--- config.mk ---
export PLATFORM = sky130hd
export DESIGN_NAME = frame_bank_scheduler_flat
export DESIGN_NICKNAME = d
export VERILOG_FILES = /design/src/rtl/hub75_pkg.sv /design/src/rtl/frame_bank_scheduler_if.sv /design/src/rtl/frame_bank_scheduler_tracker.sv /design/src/rtl/frame_bank_scheduler.sv /design/src/flat_wrapper.sv
export SDC_FILE = /design/constraint.sdc
export NUM_CORES = 1
export LEC_CHECK = 0
export CELL_PAD_IN_SITES_DETAIL_PLACEMENT = 1
export CELL_PAD_IN_SITES_GLOBAL_PLACEMENT = 2
export CORE_MARGIN = 2
export CORE_UTILIZATION = 35
export CTS_CLUSTER_DIAMETER = 40
export DETAILED_ROUTE_END_ITERATION = 8
export DONT_BUFFER_PORTS = 1
export HOLD_SLACK_MARGIN = 0.1
export PLACE_DENSITY_LB_ADDON = 0.1
export SYNTH_ARGS = -nofsm -noshare
export SYNTH_HDL_FRONTEND = slang
export SYNTH_SLANG_ARGS = --single-unit
--- constraint.sdc ---
create_clock -name clk -period 3.4 [get_ports clk]
set_input_delay 0 -clock clk [delete_from_list [all_inputs] [get_ports clk]]
set_output_delay 0 -clock clk [all_outputs]
set_load 0.05 [all_outputs]
--- src/rtl/hub75_pkg.sv ---
// rtl/hub75_pkg.sv - shared parameters and state encoding for the HUB75 frame bank scheduler
//
// Purpose: default geometry of the double-buffered frame memory and the
//          scheduler state encoding, shared by the interface, tracker and top.
// Ports:   none (package).
package hub75_pkg;

    localparam int ADDR_W_DEF      = 8;    // per-bank word address width
    localparam int FRAME_WORDS_DEF = 192;  // 64-bit words per frame
    localparam int OVR_W_DEF       = 8;    // saturating overrun counter width

    typedef enum logic {
        FILL  = 1'b0,   // back bank is being written, nothing waiting
        READY = 1'b1    // a complete frame waits for the scanner's frame end
    } sched_state_e;

endpackage

--- src/rtl/frame_bank_scheduler_if.sv ---
// rtl/frame_bank_scheduler_if.sv - loader/scanner/BRAM signal bundle for the frame bank scheduler
//
// Purpose: groups the SPI loader write side, the panel scanner read side,
//          the control bit and the scheduler status outputs.
// Ports:   slave modport  - scheduler view (loader/scanner inputs, BRAM/status outputs)
//          master modport - environment view (drives inputs, observes outputs)
interface frame_bank_scheduler_if #(
    parameter int ADDR_W = hub75_pkg::ADDR_W_DEF,
    parameter int OVR_W  = hub75_pkg::OVR_W_DEF
);
    logic              wr_en_i;
    logic [ADDR_W-1:0] wr_addr_i;
    logic              wr_abort_i;
    logic [ADDR_W-1:0] rd_addr_i;
    logic              rd_frame_end_i;
    logic              freeze_i;
    logic              wr_en_o;
    logic [ADDR_W:0]   wr_addr_o;
    logic [ADDR_W:0]   rd_addr_o;
    logic              rd_bank_o;
    logic              swap_pending_o;
    logic              swap_o;
    logic              seq_err_o;
    logic [OVR_W-1:0]  ovr_cnt_o;

    modport slave (
        input  wr_en_i, wr_addr_i, wr_abort_i, rd_addr_i, rd_frame_end_i, freeze_i,
        output wr_en_o, wr_addr_o, rd_addr_o, rd_bank_o, swap_pending_o, swap_o,
               seq_err_o, ovr_cnt_o
    );

    modport master (
        output wr_en_i, wr_addr_i, wr_abort_i, rd_addr_i, rd_frame_end_i, freeze_i,
        input  wr_en_o, wr_addr_o, rd_addr_o, rd_bank_o, swap_pending_o, swap_o,
               seq_err_o, ovr_cnt_o
    );

endinterface

--- src/rtl/frame_bank_scheduler_tracker.sv ---
// rtl/frame_bank_scheduler_tracker.sv - word sequence tracker for the back-bank frame fill
//
// Purpose: follows the loader's word addresses, detects a complete in-order
//          frame and keeps the sticky sequence error flag.
// Ports:   clk, rst        - clock, synchronous active-high reset
//          wr_acc_i        - a write is accepted this cycle
//          wr_addr_i       - word address of that write
//          cnt_clr_i       - bank flip: restart the word count
//          err_clr_i       - loader resync: restart count and clear the error
//          frame_done_o    - combinational pulse on the completing write
//          seq_err_o       - sticky missing/out-of-order word flag
module frame_write_tracker #(
    parameter int ADDR_W      = hub75_pkg::ADDR_W_DEF,
    parameter int FRAME_WORDS = hub75_pkg::FRAME_WORDS_DEF
) (
    input  logic              clk,
    input  logic              rst,
    input  logic              wr_acc_i,
    input  logic [ADDR_W-1:0] wr_addr_i,
    input  logic              cnt_clr_i,
    input  logic              err_clr_i,
    output logic              frame_done_o,
    output logic              seq_err_o
);
    // One extra bit so cnt can hold addr+1 for any address without wrapping.
    localparam int              CNT_W = ADDR_W + 1;
    localparam logic [CNT_W-1:0] LAST  = CNT_W'(FRAME_WORDS - 1);
    localparam logic [CNT_W-1:0] WORDS = CNT_W'(FRAME_WORDS);

    logic [CNT_W-1:0] cnt_q, cnt_d;
    logic             clean_q, clean_d;   // no sequence error since the last address-0 write
    logic             err_q, err_d;
    logic [CNT_W-1:0] addr_ext;

    assign addr_ext = {1'b0, wr_addr_i};

    always_comb begin
        cnt_d        = cnt_q;
        clean_d      = clean_q;
        err_d        = err_q;
        frame_done_o = 1'b0;
        if (err_clr_i) begin
            cnt_d   = '0;
            clean_d = 1'b1;
            err_d   = 1'b0;
        end else if (cnt_clr_i) begin
            cnt_d = '0;
        end else if (wr_acc_i) begin
            if (wr_addr_i == '0) begin
                // Address 0 always starts a fresh frame, whatever came before.
                cnt_d   = CNT_W'(1);
                clean_d = 1'b1;
            end else if (addr_ext < WORDS && addr_ext == cnt_q) begin
                cnt_d = cnt_q + 1'b1;
            end else begin
                // Gap, reorder or out-of-bank address: resync just past it.
                cnt_d   = addr_ext + 1'b1;
                clean_d = 1'b0;
                err_d   = 1'b1;
            end
            frame_done_o = (addr_ext == LAST) && (cnt_q == LAST) && clean_q;
        end
    end

    always_ff @(posedge clk) begin
        if (rst) begin
            cnt_q   <= '0;
            clean_q <= 1'b1;
            err_q   <= 1'b0;
        end else begin
            cnt_q   <= cnt_d;
            clean_q <= clean_d;
            err_q   <= err_d;
        end
    end

    assign seq_err_o = err_q;

endmodule

--- src/rtl/frame_bank_scheduler.sv ---
// rtl/frame_bank_scheduler.sv - double-buffer bank scheduler between SPI loader, HUB75 scanner and BRAM
//
// Purpose: loader writes the back bank, scanner reads the front bank; a fully
//          written frame is swapped in only at the scanner's frame end.
// Ports:   clk, rst - clk_20M, synchronous active-high reset
//          bus      - frame_bank_scheduler_if.slave (loader, scanner, control,
//                     BRAM address outputs and status)
module frame_bank_scheduler
    import hub75_pkg::*;
#(
    parameter int ADDR_W      = ADDR_W_DEF,
    parameter int FRAME_WORDS = FRAME_WORDS_DEF,
    parameter int OVR_W       = OVR_W_DEF
) (
    input  logic                  clk,
    input  logic                  rst,
    frame_bank_scheduler_if.slave bus
);
    sched_state_e     state_q, state_d;
    logic             rd_bank_q, rd_bank_d;
    logic             pend_q, pend_d;
    logic             flip_q, flip_d;
    logic             swap_q, swap_d;
    logic [OVR_W-1:0] ovr_q, ovr_d;
    logic             wr_acc;
    logic             frame_done;

    assign wr_acc = bus.wr_en_i & ~bus.wr_abort_i & ~rst;

    frame_write_tracker #(
        .ADDR_W      (ADDR_W),
        .FRAME_WORDS (FRAME_WORDS)
    ) u_tracker (
        .clk          (clk),
        .rst          (rst),
        .wr_acc_i     (wr_acc),
        .wr_addr_i    (bus.wr_addr_i),
        .cnt_clr_i    (flip_d),
        .err_clr_i    (bus.wr_abort_i),
        .frame_done_o (frame_done),
        .seq_err_o    (bus.seq_err_o)
    );

    always_comb begin
        state_d   = state_q;
        rd_bank_d = rd_bank_q;
        pend_d    = pend_q;
        ovr_d     = ovr_q;
        flip_d    = 1'b0;
        swap_d    = flip_q;   // swap_o trails the registered flip by one cycle
        if (bus.wr_abort_i) begin
            state_d = FILL;
            pend_d  = 1'b0;
        end else if (state_q == FILL) begin
            // Frame end is ignored here, including one coinciding with completion.
            if (frame_done) begin
                state_d = READY;
                pend_d  = 1'b1;
            end
        end else begin
            if (wr_acc) begin
                // New data overwrites the pending frame; it beats a same-cycle frame end.
                if (ovr_q != '1) begin
                    ovr_d = ovr_q + 1'b1;
                end
                state_d = frame_done ? READY : FILL;
                pend_d  = frame_done;
            end else if (bus.rd_frame_end_i && !bus.freeze_i) begin
                flip_d    = 1'b1;
                rd_bank_d = ~rd_bank_q;
                state_d   = FILL;
                pend_d    = 1'b0;
            end
        end
    end

    always_ff @(posedge clk) begin
        if (rst) begin
            state_q   <= FILL;
            rd_bank_q <= 1'b0;
            pend_q    <= 1'b0;
            flip_q    <= 1'b0;
            swap_q    <= 1'b0;
            ovr_q     <= '0;
        end else begin
            state_q   <= state_d;
            rd_bank_q <= rd_bank_d;
            pend_q    <= pend_d;
            flip_q    <= flip_d;
            swap_q    <= swap_d;
            ovr_q     <= ovr_d;
        end
    end

    // Write bank is always the complement of the front bank.
    assign bus.wr_en_o        = wr_acc;
    assign bus.wr_addr_o      = {~rd_bank_q, bus.wr_addr_i};
    assign bus.rd_addr_o      = {rd_bank_q, bus.rd_addr_i};
    assign bus.rd_bank_o      = rd_bank_q;
    assign bus.swap_pending_o = pend_q;
    assign bus.swap_o         = swap_q;
    assign bus.ovr_cnt_o      = ovr_q;

endmodule

--- src/flat_wrapper.sv ---
// flat-port wrapper written by rule: the top's interface ports become plain ports
module frame_bank_scheduler_flat import hub75_pkg::*;
#(
    parameter int ADDR_W      = ADDR_W_DEF,
    parameter int FRAME_WORDS = FRAME_WORDS_DEF,
    parameter int OVR_W       = OVR_W_DEF
)
  (clk, rst, bus_wr_en_i, bus_wr_addr_i, bus_wr_abort_i, bus_rd_addr_i, bus_rd_frame_end_i, bus_freeze_i, bus_wr_en_o, bus_wr_addr_o, bus_rd_addr_o, bus_rd_bank_o, bus_swap_pending_o, bus_swap_o, bus_seq_err_o, bus_ovr_cnt_o);
  frame_bank_scheduler_if #(.ADDR_W(ADDR_W), .OVR_W(OVR_W)) bus_i ();
  input  logic clk;
  input  logic rst;
  input wire logic [$bits(bus_i.wr_en_i)-1:0] bus_wr_en_i;
  input wire logic [$bits(bus_i.wr_addr_i)-1:0] bus_wr_addr_i;
  input wire logic [$bits(bus_i.wr_abort_i)-1:0] bus_wr_abort_i;
  input wire logic [$bits(bus_i.rd_addr_i)-1:0] bus_rd_addr_i;
  input wire logic [$bits(bus_i.rd_frame_end_i)-1:0] bus_rd_frame_end_i;
  input wire logic [$bits(bus_i.freeze_i)-1:0] bus_freeze_i;
  output wire logic [$bits(bus_i.wr_en_o)-1:0] bus_wr_en_o;
  output wire logic [$bits(bus_i.wr_addr_o)-1:0] bus_wr_addr_o;
  output wire logic [$bits(bus_i.rd_addr_o)-1:0] bus_rd_addr_o;
  output wire logic [$bits(bus_i.rd_bank_o)-1:0] bus_rd_bank_o;
  output wire logic [$bits(bus_i.swap_pending_o)-1:0] bus_swap_pending_o;
  output wire logic [$bits(bus_i.swap_o)-1:0] bus_swap_o;
  output wire logic [$bits(bus_i.seq_err_o)-1:0] bus_seq_err_o;
  output wire logic [$bits(bus_i.ovr_cnt_o)-1:0] bus_ovr_cnt_o;
  assign bus_i.wr_en_i = bus_wr_en_i;
  assign bus_i.wr_addr_i = bus_wr_addr_i;
  assign bus_i.wr_abort_i = bus_wr_abort_i;
  assign bus_i.rd_addr_i = bus_rd_addr_i;
  assign bus_i.rd_frame_end_i = bus_rd_frame_end_i;
  assign bus_i.freeze_i = bus_freeze_i;
  assign bus_wr_en_o = bus_i.wr_en_o;
  assign bus_wr_addr_o = bus_i.wr_addr_o;
  assign bus_rd_addr_o = bus_i.rd_addr_o;
  assign bus_rd_bank_o = bus_i.rd_bank_o;
  assign bus_swap_pending_o = bus_i.swap_pending_o;
  assign bus_swap_o = bus_i.swap_o;
  assign bus_seq_err_o = bus_i.seq_err_o;
  assign bus_ovr_cnt_o = bus_i.ovr_cnt_o;
  frame_bank_scheduler #(.ADDR_W(ADDR_W), .FRAME_WORDS(FRAME_WORDS), .OVR_W(OVR_W)) u_core (.clk(clk), .rst(rst), .bus(bus_i));
endmodule
Word level (Yosys, flattened, before mapping)
Index checks and enable logic that the tools add are counted.
- $lt $le $gt $ge: 1
- bitwise gates (word level): 9
- $add $sub $neg: 3
- eq/ne operators: 6
- muxes and demuxes: 19
- reduce and logical (&&, ||, !) cells: 14
- operators by type and width (kind ; count):
    two-way mux 9 bit ; 2
    two-way mux 1 bit ; 17
    AND reduction 4 bit ; 3
    adder 8 x 1 -> 9 bit (second input constant) ; 1
    adder 9 x 1 -> 9 bit (second input constant) ; 1
    equality test 8 x 9 -> 1 bit ; 1
    equality test 9 x 8 -> 1 bit (second input constant) ; 1
    adder 8 x 1 -> 8 bit (second input constant) ; 1
    equality test 8 bit (second input constant) ; 1
    zero test 8 bit ; 1
    < comparator 8 bit (second input constant) ; 1
    != test 8 bit (second input constant) ; 1
    inverter 1 bit ; 7
    logical AND 1 bit ; 4
    != test 3 bit (second input constant) ; 1
    AND reduction 3 bit ; 1
    OR reduction 3 bit ; 1
    AND 1 bit ; 2
    != test 2 bit (second input constant) ; 1
    AND reduction 2 bit ; 1
    nonzero test 2 bit ; 1
    OR reduction 2 bit ; 1
    zero test 1 bit ; 1
- bits of input ports: 22
- register bits after elaboration: 24

Longest topological paths before layout
- depth after elaboration: 11
- depth in mapped cells: 7

Hierarchy
A second synthesis with hierarchy kept.
- cell total of the unflattened synthesis: 163
- area, all modules: 1396.3 µm²
- by module, submodules not included (module ; cells each ; area an instance (µm²) ; instances):
    frame_bank_scheduler ; 79 ; 718.2 ; 1
    frame_write_tracker ; 84 ; 678.2 ; 1

Worst setup path before layout
No wires, ideal clock.
- kind: reg2reg
- start point: register u_core.ovr_q[0] (netlist: u_core.bus.ovr_cnt_o[0])
- end point: register u_core.ovr_q[1] (netlist: u_core.bus.ovr_cnt_o[1])
- cell stages (with the launch flop): 6
- slack: 1.522 ns
- required time: 3.273 ns
- arrival time: 1.750 ns
- buffers on the path: 0
- cells stage by stage: dfxtp_1 ha_1 nand3_1 o21ai_0 mux2i_1 nor2_1
- longest elaborated chain between the ends: 2
- elaborated cells on any way between the ends: 3
- those cells by class: 1 x add/sub; 1 x eq/ne; 1 x reduce/logical
- ends and longest elaborated chain (what ; RTL line ; source):
    from (decl) ; frame_bank_scheduler.sv:24 ; logic [OVR_W-1:0] ovr_q, ovr_d;
    from (signal assigned) ; frame_bank_scheduler.sv:91 ; ovr_q <= ovr_d;
    parallel branches: the longest is 2 deep, another holds adder 8 x 1 -> 8 bit ; -- ;
Several ways; the timed one is not identified.
A chain may end at the register's enable or synchronous reset.

Worst setup path in the final report
- start point: input bus_wr_addr_i[0]
- end point: register u_core.u_tracker.clean_q
- longest elaborated chain between the ends: 4
- elaborated cells on any way between the ends: 7
- those cells by class: 1 x order compare; 2 x eq/ne; 1 x mux; 3 x reduce/logical
- ends and longest elaborated chain (what ; RTL line ; source):
    from (decl) ; flat_wrapper.sv:13 ; input wire logic [$bits(bus_i.wr_addr_i)-1:0] bus_wr_addr_i;
    < comparator 8 bit or equality test 8 x 9 -> 1 bit (tied branches) ; frame_bank_scheduler_tracker.sv:53 ; end else if (addr_ext < WORDS && addr_ext == cnt_q) begin
    logical AND 1 bit ; frame_bank_scheduler_tracker.sv:53 ;
    != test 2 bit (no line) ; -- ;
    AND reduction 3 bit (no line) ; -- ;
    to (signal assigned) ; frame_bank_scheduler_tracker.sv:72 ; clean_q <= clean_d;
    to (decl) ; frame_bank_scheduler_tracker.sv:31 ; logic clean_q, clean_d;
Parallel ways exist; a longest one is shown, timed or not.

==> key figures <==
Run status
  – Status: complete, no violations

Timing
  – Final min period: 3.08 ns
  – Slew margin rel.: 32.0%
  – Fin crit share: 90.6%
  – Worst Skew: 0.00288 ns
  – # setup viols final: 0
  – Fmax: 325 MHz
  – Fin. max-slew vios: 0
  – Final Hold Fails: 0
  – Worst-Margin Slew: 1.02 ns
  – Final TNS setup: 0 ns
  – Fin Hold WS: 0.104 ns
  – Unrepaired setup endpoints after global routing: false

Die
  – Die H: 66.8 µm
  – Core Region: 0.00372 mm²
  – I/O pin count: 53
  – # rows: 22
  – Die Wd: 66.8 µm
  – Die Footprint: 0.00446 mm²
  – Initial Util: 37.2%

Setup path
  – Critical path type: primary input to flip-flop
  – FF-to-FF End: u_core.bus.ovr_cnt_o[1]
  – Crit-path max FO: 7
  – Critical path required time: 3.62 ns
  – CP most frequent cell: dlygate4sd3_1
  – Crit-path cells: dlygate4sd3_1, nor4_1, dlygate4sd3_1, nand3_1, dlygate4sd3_1, o2111ai_1, dlygate4sd3_1
  – Worst R2R Setup Slack: 1.27 ns
  – Critical Path Sink Type: flip-flop
  – CP Launch Type: primary input
  – FF-to-FF Start: u_core.bus.ovr_cnt_o[0]
  – R2R cell count: 5
  – Slowest CP cell: dlygate4sd3_1
  – Worst EP arrival: 3.30 ns
  – CP max stage delay: 0.84 ns

GRT
  – Gr usage total: 19.1%
  – First-pass GRT wire length: 6.33 mm
  – Overflow after GRT: 0
  – Largest net degree at the start of global routing: 15
  – Initial antenna violation count: 0
  – Vias in the first global route: 1252

Routing
  – Number of nets with antenna violations after routing: 0
  – Drt first-iter violations: 45
  – Wire per inst: 17.9 µm
  – Pre-antenna DRT Iters: 4
  – Drt total wl: 3.82 mm
  – Vias: 1172
  – Drt drc: 0
  – Drt via density: 5.48

Clock tree
  – Cts hold-fix bufs: 26
  – Number of setup buffers added after CTS: 0
  – Sink Count: 24
  – Total CTS buffers: 3
  – Root Buffer: clkbuf_8
  – Worst-skew pair later-pin latency: 0.27 ns
  – CTS tree: yes
  – CTS H-tree depth: 1
  – Max Buffers Root-to-Sink: 2
  – Post-CTS Resized: 0
  – CTS clk-pin slew, worst paths: 0.09 ns

Worst hold path
  – Hold Path Class: primary input to flip-flop
  – Hold Crit Endpoint: u_core.u_tracker.cnt_q[4]
  – Hold path start: bus_wr_addr_i[2]
  – Hold Path Depth: 4

Synthesis
  – Synthesized flop and latch total: 24
  – Syn Std Cell Area: 0.00138 mm²
  – Syn_nets: 183
  – Synthesized area per cell: 8.69 µm²
  – Synth warn: 0
  – Post-synthesis sequential area ratio: 34.8%
  – Post-Syn Instances: 159
  – Yosys cell types: 38

Cells and area
  – Share of post-route cells with drive strength above 1: 6.63%
  – Most common cell after layout, fill and taps aside: dlygate4sd3_1
  – Area growth, synth to finish: 16.9%
  – Post-layout nets: 191
  – N_diodes: 0
  – Fill cell count: 442
  – Most frequent cells in the layout: 26 x dlygate4sd3_1, 24 x dfxtp_1, 15 x nor2_1, 15 x xor2_1

Power
  – VDD IR max: 0.215 mV
  – Power density cells: 399 mW/mm²
  – Power, Total: 0.645 mW
  – Leak Pwr: 0.594 nW

Placed design
  – Placer congestion estimate: 0.727
  – Hpwl dp: 2.41 mm
  – Number of buffers added on ports: 0

Job
  – Maxcap violations: 0
==> kinds of logic (layout without fill, tap and decap cells) <==
kind of cell	Yosys count	in the layout	synth area share [%]
xor+xnor	18	18	11.4
compound gates	25	25	12.5
buf+inv	27	34	12.5
fa+ha+maj	2	2	1.81
flops	24	24	34.8
mux	1	1	0.725
simple gates	62	62	26.3
==> report_power, final <==
| part | internal [mW] | switching [mW] | leakage [nW] |
|---|---|---|---|
| logic | 0.0302 | 0.0689 | 0.364 |
| clock network | 0.158 | 0.100 | 0.0357 |
| registers | 0.284 | 0.00402 | 0.194 |
==> layer usage <==
metal | track usage, % | routed length (µm)
met4 | 4.59 | 27
met3 | 2.87 | 182
met5 | 0 | 0
met2 | 32.4 | 1850
met1 | 25.4 | 1760
==> metrics by stage <==
| stage | util [%] | area, µm² | setup slack, ns | std cells |
|---|---|---|---|---|
| floorplan | - | 1380 | 1.52 | 159 |
| global placement | 34.5 | 1280 | 1.40 | 184 |
| detailed placement | 34.5 | 1280 | 1.29 | 184 |
| CTS | 43.5 | 1620 | 0.398 | 214 |
| global route | 43.5 | 1620 | 0.245 | 214 |
| finish | 43.5 | 1620 | 0.319 | 214 |
==> worst max path at each step <==
stage / startpoint / end / slack, ns / cells after the start
2_1_floorplan: u_core.bus.ovr_cnt_o[0] / u_core.bus.ovr_cnt_o[1] / 1.52 / 5
3_3_place_gp: u_core.bus.ovr_cnt_o[0] / u_core.bus.ovr_cnt_o[1] / 1.40 / 5
3_5_place_dp: u_core.bus.ovr_cnt_o[0] / u_core.bus.ovr_cnt_o[1] / 1.29 / 5
4_1_cts: bus_wr_addr_i[0] / u_core.u_tracker.clean_q / 0.40 / 7
5_1_grt: bus_wr_addr_i[0] / u_core.u_tracker.clean_q / 0.25 / 7
6_report: bus_wr_addr_i[0] / u_core.u_tracker.clean_q / 0.32 / 7
==> sequential cells by signal, indices dropped and copies added, names as in the netlist <==
register                    cells
u_core.bus.rd_bank_o            1
u_core.flip_q                   1
u_core.bus.ovr_cnt_o            8
u_core.u_tracker.seq_err_o      1
u_core.bus.swap_o               1
u_core.bus.swap_pending_o       1
u_core.u_tracker.cnt_q          9
u_core.state_q                  1
u_core.u_tracker.clean_q        1
==> cell type report <==
class | count | area, µm² | area share (%)
Multi-Input combinational cell | 108 | 728 | 45.1
Sequential cell | 24 | 480 | 29.7
Timing Repair Buffer | 26 | 260 | 16.1
Tap cell | 48 | 60.1 | 3.72
Clock buffer | 3 | 41.3 | 2.56
Clock inverter | 1 | 30.0 | 1.86
Inverter | 4 | 15.0 | 0.930
==> synth_stat cells <==
cell	count	area, µm²
nand3b_1	2	15.0
and3_1	4	25.0
nor2b_1	3	18.8
nand3_1	7	35.0
nor2_1	15	56.3
or2_2	1	6.26
or3b_2	1	8.76
xnor2_1	3	26.3
nand4_1	6	37.5
and2_1	2	12.5
inv_1	4	15.0
a21oi_2	2	17.5
ha_1	2	25.0
o211ai_1	2	15.0
a22oi_1	3	22.5
nand2_1	7	26.3
nand3_2	1	10.0
buf_4	17	128
buf_6	1	11.3
or3_1	1	6.26
dfxtp_1	24	480
xor2_1	15	131
and4_1	1	8.76
nor4_1	4	25.0
clkbuf_1	5	18.8
a21oi_1	3	15.0
nor3_1	2	10.0
o2bb2ai_1	2	17.5
and4bb_2	1	12.5
or3b_1	1	8.76
a211oi_1	4	30.0
o2111ai_1	2	17.5
mux2i_1	1	10.0
nand4b_1	1	8.76
o21ai_0	6	30.0
nor4_4	1	21.3
and4b_1	1	10.0
o31ai_1	1	7.51
==> critical path: cells and delay by family <==
family,cells,cell delay [ns]
simple gates,2,0.56
buf+inv,4,2.64
compound gates,1,0.09
(Power assumes the default switching activity.)
